## src/rtl/ysyx_22040365_ifu_if.sv

```systemverilog
`default_nettype none
// ============================================================================
// Module   : ysyx_22040365_ifu_if
// Brief    : Bundle of the fetch-stage handshakes: memory request/response,
//            instruction hand-off to decode, and the redirect from execute.
// Revision : 1.0 - initial release
// ============================================================================
interface ysyx_22040365_ifu_if #(
    parameter int XLEN = 64
);
    // Memory request channel (one outstanding request at most)
    logic            req_valid;
    logic [XLEN-1:0] req_addr;
    logic            req_ready;

    // Memory response channel (one pulse per accepted request)
    logic            rsp_valid;
    logic [31:0]     rsp_data;

    // Instruction hand-off to decode
    logic            inst_valid;
    logic [31:0]     inst;
    logic [XLEN-1:0] inst_pc;
    logic            inst_ready;

    // Control-flow redirect from execute
    logic            redirect_valid;
    logic [XLEN-1:0] redirect_pc;

    // Fetch-stage side
    modport master (
        output req_valid,
        output req_addr,
        input  req_ready,
        input  rsp_valid,
        input  rsp_data,
        output inst_valid,
        output inst,
        output inst_pc,
        input  inst_ready,
        input  redirect_valid,
        input  redirect_pc
    );

    // Environment side: memory, decode and execute
    modport slave (
        input  req_valid,
        input  req_addr,
        output req_ready,
        output rsp_valid,
        output rsp_data,
        input  inst_valid,
        input  inst,
        input  inst_pc,
        output inst_ready,
        output redirect_valid,
        output redirect_pc
    );
endinterface
`default_nettype wire

```

## src/rtl/ysyx_22040365_ifu.sv

```systemverilog
`default_nettype none
// ============================================================================
// Module   : ysyx_22040365_ifu
// Brief    : Instruction fetch unit. Holds the PC, issues one 32-bit fetch at
//            a time, hands the instruction and its PC to decode, and follows
//            redirects from execute while discarding stale fetch data.
// Revision : 1.0 - initial release
// ============================================================================
module ysyx_22040365_ifu #(
    parameter int              XLEN     = 64,
    parameter logic [XLEN-1:0] RESET_PC = 64'h8000_0000
) (
    input  wire logic        clk,
    input  wire logic        rst,
    ysyx_22040365_ifu_if.master bus
);

    // Encoding of addi x0,x0,0 shown to decode while nothing was fetched
    localparam logic [31:0]     c_nop_inst = 32'h0000_0013;
    localparam logic [XLEN-1:0] c_pc_step  = XLEN'(4);

    // Fetch sequencing:
    //   IDLE - one settling cycle after reset
    //   REQ  - request presented to memory
    //   WAIT - request accepted, waiting for the response pulse
    //   HOLD - instruction presented to decode until consumed or redirected
    typedef enum logic [1:0] {
        ST_IDLE = 2'd0,
        ST_REQ  = 2'd1,
        ST_WAIT = 2'd2,
        ST_HOLD = 2'd3
    } state_t;

    state_t          r_state;
    logic [XLEN-1:0] r_pc;
    logic [XLEN-1:0] r_inst_pc;
    logic [31:0]     r_inst;
    logic            r_kill;
    logic            r_req_valid;
    logic            r_inst_valid;

    logic [XLEN-1:0] w_redirect_pc;
    logic [XLEN-1:0] w_pc_next_seq;
    logic            w_unused_redirect_lsb;

    // Redirect targets are forced onto a word boundary; the low bits are
    // deliberately discarded.
    assign w_redirect_pc         = {bus.redirect_pc[XLEN-1:2], 2'b00};
    assign w_unused_redirect_lsb = ^bus.redirect_pc[1:0];

    // Sequential successor, wrapping modulo 2^XLEN
    assign w_pc_next_seq = r_pc + c_pc_step;

    // Fetch state machine with registered handshake outputs. The valid flags
    // are updated together with every state change so they always mirror the
    // state that is being entered, never the current inputs.
    always_ff @(posedge clk) begin
        if (rst) begin
            r_state      <= ST_IDLE;
            r_pc         <= RESET_PC;
            r_kill       <= 1'b0;
            r_inst       <= c_nop_inst;
            r_inst_pc    <= '0;
            r_req_valid  <= 1'b0;
            r_inst_valid <= 1'b0;
        end else begin
            case (r_state)
                ST_IDLE: begin
                    // A response arriving here belongs to a request abandoned
                    // by reset and is ignored.
                    if (bus.redirect_valid) begin
                        r_pc <= w_redirect_pc;
                    end
                    r_state     <= ST_REQ;
                    r_req_valid <= 1'b1;
                end

                ST_REQ: begin
                    // A redirect always moves the PC. If memory takes the
                    // request in the same cycle it was issued with the old PC,
                    // so its response must be discarded.
                    if (bus.redirect_valid) begin
                        r_pc <= w_redirect_pc;
                    end
                    if (bus.req_ready) begin
                        r_state     <= ST_WAIT;
                        r_req_valid <= 1'b0;
                        if (bus.redirect_valid) begin
                            r_kill <= 1'b1;
                        end
                    end
                end

                ST_WAIT: begin
                    if (bus.redirect_valid) begin
                        r_pc   <= w_redirect_pc;
                        r_kill <= 1'b1;
                    end
                    if (bus.rsp_valid) begin
                        if (r_kill || bus.redirect_valid) begin
                            // Stale data: drop it and fetch from the new PC.
                            // This clear overrides the set above.
                            r_kill      <= 1'b0;
                            r_state     <= ST_REQ;
                            r_req_valid <= 1'b1;
                        end else begin
                            r_inst       <= bus.rsp_data;
                            r_inst_pc    <= r_pc;
                            r_state      <= ST_HOLD;
                            r_inst_valid <= 1'b1;
                        end
                    end
                end

                ST_HOLD: begin
                    // A redirect wins over consumption: the held instruction
                    // is on the wrong path.
                    if (bus.redirect_valid) begin
                        r_pc         <= w_redirect_pc;
                        r_state      <= ST_REQ;
                        r_inst_valid <= 1'b0;
                        r_req_valid  <= 1'b1;
                    end else if (bus.inst_ready) begin
                        r_pc         <= w_pc_next_seq;
                        r_state      <= ST_REQ;
                        r_inst_valid <= 1'b0;
                        r_req_valid  <= 1'b1;
                    end
                end

                default: begin
                    r_state      <= ST_IDLE;
                    r_kill       <= 1'b0;
                    r_req_valid  <= 1'b0;
                    r_inst_valid <= 1'b0;
                end
            endcase
        end
    end

    // The request address is the PC itself; it only changes in REQ on a
    // redirect, which keeps a stalled request stable.
    assign bus.req_valid  = r_req_valid;
    assign bus.req_addr   = r_pc;
    assign bus.inst_valid = r_inst_valid;
    assign bus.inst       = r_inst;
    assign bus.inst_pc    = r_inst_pc;

endmodule
`default_nettype wire
```

## src/flat_wrapper.sv

```systemverilog
// flat-port wrapper written by rule: the top's interface ports become plain ports
module ysyx_22040365_ifu_flat 
#(
    parameter int              XLEN     = 64,
    parameter logic [XLEN-1:0] RESET_PC = 64'h8000_0000
)
  (clk, rst, bus_req_valid, bus_req_addr, bus_req_ready, bus_rsp_valid, bus_rsp_data, bus_inst_valid, bus_inst, bus_inst_pc, bus_inst_ready, bus_redirect_valid, bus_redirect_pc);
  ysyx_22040365_ifu_if #(.XLEN(XLEN)) bus_i ();
  input  wire logic clk;
  input  wire logic rst;
  output wire logic [$bits(bus_i.req_valid)-1:0] bus_req_valid;
  output wire logic [$bits(bus_i.req_addr)-1:0] bus_req_addr;
  input wire logic [$bits(bus_i.req_ready)-1:0] bus_req_ready;
  input wire logic [$bits(bus_i.rsp_valid)-1:0] bus_rsp_valid;
  input wire logic [$bits(bus_i.rsp_data)-1:0] bus_rsp_data;
  output wire logic [$bits(bus_i.inst_valid)-1:0] bus_inst_valid;
  output wire logic [$bits(bus_i.inst)-1:0] bus_inst;
  output wire logic [$bits(bus_i.inst_pc)-1:0] bus_inst_pc;
  input wire logic [$bits(bus_i.inst_ready)-1:0] bus_inst_ready;
  input wire logic [$bits(bus_i.redirect_valid)-1:0] bus_redirect_valid;
  input wire logic [$bits(bus_i.redirect_pc)-1:0] bus_redirect_pc;
  assign bus_req_valid = bus_i.req_valid;
  assign bus_req_addr = bus_i.req_addr;
  assign bus_i.req_ready = bus_req_ready;
  assign bus_i.rsp_valid = bus_rsp_valid;
  assign bus_i.rsp_data = bus_rsp_data;
  assign bus_inst_valid = bus_i.inst_valid;
  assign bus_inst = bus_i.inst;
  assign bus_inst_pc = bus_i.inst_pc;
  assign bus_i.inst_ready = bus_inst_ready;
  assign bus_i.redirect_valid = bus_redirect_valid;
  assign bus_i.redirect_pc = bus_redirect_pc;
  ysyx_22040365_ifu #(.XLEN(XLEN), .RESET_PC(RESET_PC)) u_core (.clk(clk), .rst(rst), .bus(bus_i));
endmodule
```

## config.mk

```make
export PLATFORM = sky130hd
export DESIGN_NAME = ysyx_22040365_ifu_flat
export DESIGN_NICKNAME = d
export VERILOG_FILES = /design/src/rtl/ysyx_22040365_ifu_if.sv /design/src/rtl/ysyx_22040365_ifu.sv /design/src/flat_wrapper.sv
export SDC_FILE = /design/constraint.sdc
export NUM_CORES = 1
export LEC_CHECK = 0
export ABC_AREA = 1
export BUFFER_PORTS_ARGS = -buffer_cell sky130_fd_sc_hd__buf_2
export CAP_MARGIN = 20
export CORE_MARGIN = 1
export CORE_UTILIZATION = 50
export CTS_BUF_LIST = sky130_fd_sc_hd__clkbuf_4
export CTS_CLUSTER_DIAMETER = 40
export CTS_CLUSTER_SIZE = 30
export DETAILED_ROUTE_END_ITERATION = 6
export GPL_ROUTABILITY_DRIVEN = 1
export PLACE_DENSITY = 0.81
export SLEW_MARGIN = 10
export SYNTH_ARGS = -nofsm -noshare
export SYNTH_HDL_FRONTEND = slang
export SYNTH_SLANG_ARGS = --single-unit
```

## constraint.sdc

```tcl
create_clock -name clk -period 3.6 [get_ports clk]
set_input_delay 0 -clock clk [delete_from_list [all_inputs] [get_ports clk]]
set_output_delay 0 -clock clk [all_outputs]
set_load 0.01 [all_outputs]
```

==> reports/metrics.csv <==
stage,metric,value,unit
critical_path,FF-to-FF setup slack,0.61,ns
logic_synthesis,Synth Area per Inst,6.263,µm²
min_path,Min-Delay Path Class,in2reg,
route,via count,10400,
logic_synthesis,fraction of registers with async set/reset,0,
sta,final hold slack,0.1473,ns
grt,pin count of the biggest net entering global routing,86,
sta,final period utilization,0.8297,
clocking,clock tree buffer depth,2,
grt,gr ovfl total,0,
floorplan,Die ar.,17570,µm²
sta,Slew @ Worst Pin,0.7302,ns
sta,Setup Viol. Count Final,0,
route,Routed Antenna Nets,0,
sta,fmax,334.8,MHz
critical_path,WS Path Type,reg2reg,
critical_path,reg2reg end,u_core.bus.req_addr[36],
route,WL per Instance,16.48,µm
logic_synthesis,#FFs+latches synth,161,
critical_path,Worst setup EP type,register,
critical_path,FF-to-FF Start,u_core.bus.req_addr[2],
floorplan,CORE AREA,16640,µm²
route,initial DRC count,902,
logic_synthesis,YS warnings,0,
flow_run,MaxCap Viol Count,0,
sta,skew final,0.03476,ns
clocking,post_cts resized,0,
floorplan,Core Rows,47,
critical_path,critical-path maximum fanout,9,
logic_synthesis,cell taking the most area after synthesis,dfxtp_1,
critical_path,"Req. time, crit path",4.08,ns
layout,cell area after layout,11300,µm²
route,drt total wl,31.79,mm
sta,Final Max Tran Viols,0,
min_path,Hold Crit Depth,4,
critical_path,WP data arrival,3.46,ns
critical_path,slowest cell on the critical path,dfxtp_1,
logic_synthesis,Syn Inst Count,1361,
floorplan,DIE HEIGHT,132.6,µm
pwr,PwrDens,329.1,nW/µm²
min_path,WHS Endpoint,u_core.bus.inst[0],
clocking,# hold bufs at CTS,110,
placed_design,dpl ws,1.185,ns
grt,Tot GR Track Use,0.3581,
sta,RSZ-0062 raised after global routing,no,
clocking,CTS sink cnt,161,
critical_path,CP peak stage delay,0.70,ns
clocking,number of post-CTS setup repair buffers,0,
logic_synthesis,Synth Cell Area,8524,µm²
grt,vias in the first global route,9726,
placed_design,Port Buffers,257,
clocking,CTS Buf Count,17,
layout,NumNets Final,1802,
clocking,H-tree depth,4,
outcome,status,"complete, no violations",
floorplan,Starting Density,0.5122,
grt,first-pass GRT wire length,49.80,mm
pwr,Pwr Total,3.717,mW
sta,Fin. Hold Viols,0,
clocking,CTS clock-pin slew for the worst setup and hold paths,0.16,ns
sta,Worst slew margin,0.5132,
logic_synthesis,share of the synthesized area in the top cell type,0.3781,
clocking,Worst-Skew Late Latency,0.60,ns
logic_synthesis,most frequent cell after synthesis,nor2_1,
pwr,Pleak,5.227,nW
clocking,CTS Root Cell,clkbuf_4,
sta,Final TNS setup,0,ns
critical_path,cell depth of the worst flop-to-flop path,11,
floorplan,Die X,132.6,µm
layout,post-layout util,0.6787,
sta,fin crit period,2.987,ns
min_path,Hold Crit Start,bus_rsp_data[0],
logic_synthesis,Synth cell types,36,
pwr,Max VDD drop,0.2248,mV
layout,"non-filler cells, final",1929,
route,drt pass-1 iters,7,
logic_synthesis,number of flops mapped to enable cells by yosys,0,
logic_synthesis,"Seq/Total Area, Yosys",0.3781,
placed_design,GPL Wtd Cong,0.9720,
placed_design,post-DP HPWL,21.43,mm
sta,fin worst setup slack,0.6129,ns
clocking,CTS tree,built,
floorplan,Boundary Pins,264,
logic_synthesis,"Top FF cell, synth",dfxtp_1,
route,drt drc,0,
critical_path,crit path cell chain,ha_1 -> nand2_2 -> nor2_1 -> nand3_1 -> nor2_2 -> nand3_1 -> nand2_1 -> nand2_1 -> o21ai_0 -> dlygate4sd3_1 -> nor2_1,
placed_design,Area after DPL,9868,µm²
layout,layout cell share with drive strength beyond 1,0.1945,
placed_design,Cells after DPL,1784,
logic_synthesis,top post-synthesis cells by area,"dfxtp_1, nor2_1, nand2_1, o21ai_0, a21oi_1",
logic_synthesis,commonest cells in the netlist,"nor2_1, nand2_1, dfxtp_1",
grt,antenna violations before repair,2,
route,routed vias/inst,5.391,
layout,fillcell total,1443,
critical_path,Worst Setup Start Kind,register,
layout,area grow syn2layout,32.51,%
[flip-flops by register name, summed over array words and instances, names as in the netlist]
| register | cells |
|---|---|
| u_core.bus.inst | 32 |
| u_core.bus.inst_pc | 62 |
| u_core.bus.inst_valid | 1 |
| u_core.bus.req_addr | 62 |
| u_core.bus.req_valid | 1 |
| u_core.r_kill | 1 |
| u_core.r_state | 2 |
[power breakdown]
part	internal [mW]	switching [mW]
Combinational	0.265	0.305
Clock	0.433	0.749
Sequential	1.85	0.110
Total	2.55	1.16
[critical path: cells and delay by family (launching register included)]
kind | cells | cell delay, ns
compound gates | 1 | 0.17
fa+ha+maj | 1 | 0.36
buf+inv | 1 | 0.57
flops | 1 | 0.70
simple gates | 8 | 1.07
[worst max path at each step]
stage / startpoint / end / slack, ns / cells past startpoint
after floorplan: u_core.bus.req_addr[2] / u_core.bus.req_addr[36] / 1.81 / 10
after global placement: u_core.bus.req_addr[2] / u_core.bus.req_addr[50] / 1.26 / 10
after detailed placement: u_core.bus.req_addr[2] / u_core.bus.req_addr[50] / 1.19 / 10
after CTS: u_core.bus.req_addr[2] / u_core.bus.req_addr[36] / 0.76 / 11
after global routing: u_core.bus.req_addr[2] / u_core.bus.req_addr[36] / 0.42 / 11
final: u_core.bus.req_addr[2] / u_core.bus.req_addr[36] / 0.61 / 11
[kinds of logic (layout without fill, tap and decap cells)]
logic type | count (synthesis) | count (layout) | share of synthesized area
xor+xnor | 13 | 13 | 0.01336
flops | 161 | 161 | 0.3781
buf+inv | 160 | 503 | 0.07970
fa+ha+maj | 6 | 6 | 0.008806
compound gates | 257 | 257 | 0.1554
simple gates | 763 | 763 | 0.3642
other cells | 1 | 6 | 0.0004399
[final cells by class]
| cell class | count | area, µm² | area share |
|---|---|---|---|
| Multi-Input combinational cell | 1043 | 4638 | 0.4106 |
| Sequential cell | 161 | 3223 | 0.2853 |
| Timing Repair Buffer | 377 | 2500 | 0.2213 |
| Inverter | 94 | 352.8 | 0.03124 |
| Tap cell | 220 | 275.3 | 0.02437 |
| Clock inverter | 15 | 173.9 | 0.01540 |
| Clock buffer | 17 | 127.6 | 0.01130 |
| Antenna cell | 2 | 5.005 | 0.0004431 |
[metal layers]
metal  share of wire  up-vias  GRT usage
li1                -     5028          -
met1            0.41     4729     0.4469
met2            0.47      567     0.6026
met3           0.090       76    0.08046
met4           0.029        0     0.1328
met5               0        -          0
[cell usage in the layout, fill, tap and decap left out, drive strengths merged]
cell type	Yosys	routed
nor2	338	338
xnor2	3	3
o21ai	141	141
xor2	10	10
diode	0	2
nor3	6	6
conb	1	4
clkbuf	48	17
a31oi	2	2
buf	18	267
a21oi	100	100
bufinv	0	2
or2	2	2
nand3b	2	2
ha	6	6
o31ai	2	2
a311oi	1	1
nand4	13	13
a221oi	1	1
clkinv	1	4
clkinvlp	0	3
a211oi	4	4
nand3	74	74
inv	93	100
o211ai	5	5
dlygate4sd3	0	110
o22ai	1	1
dfxtp	161	161
nand2	328	328
Power figures use the tool's default switching activity.
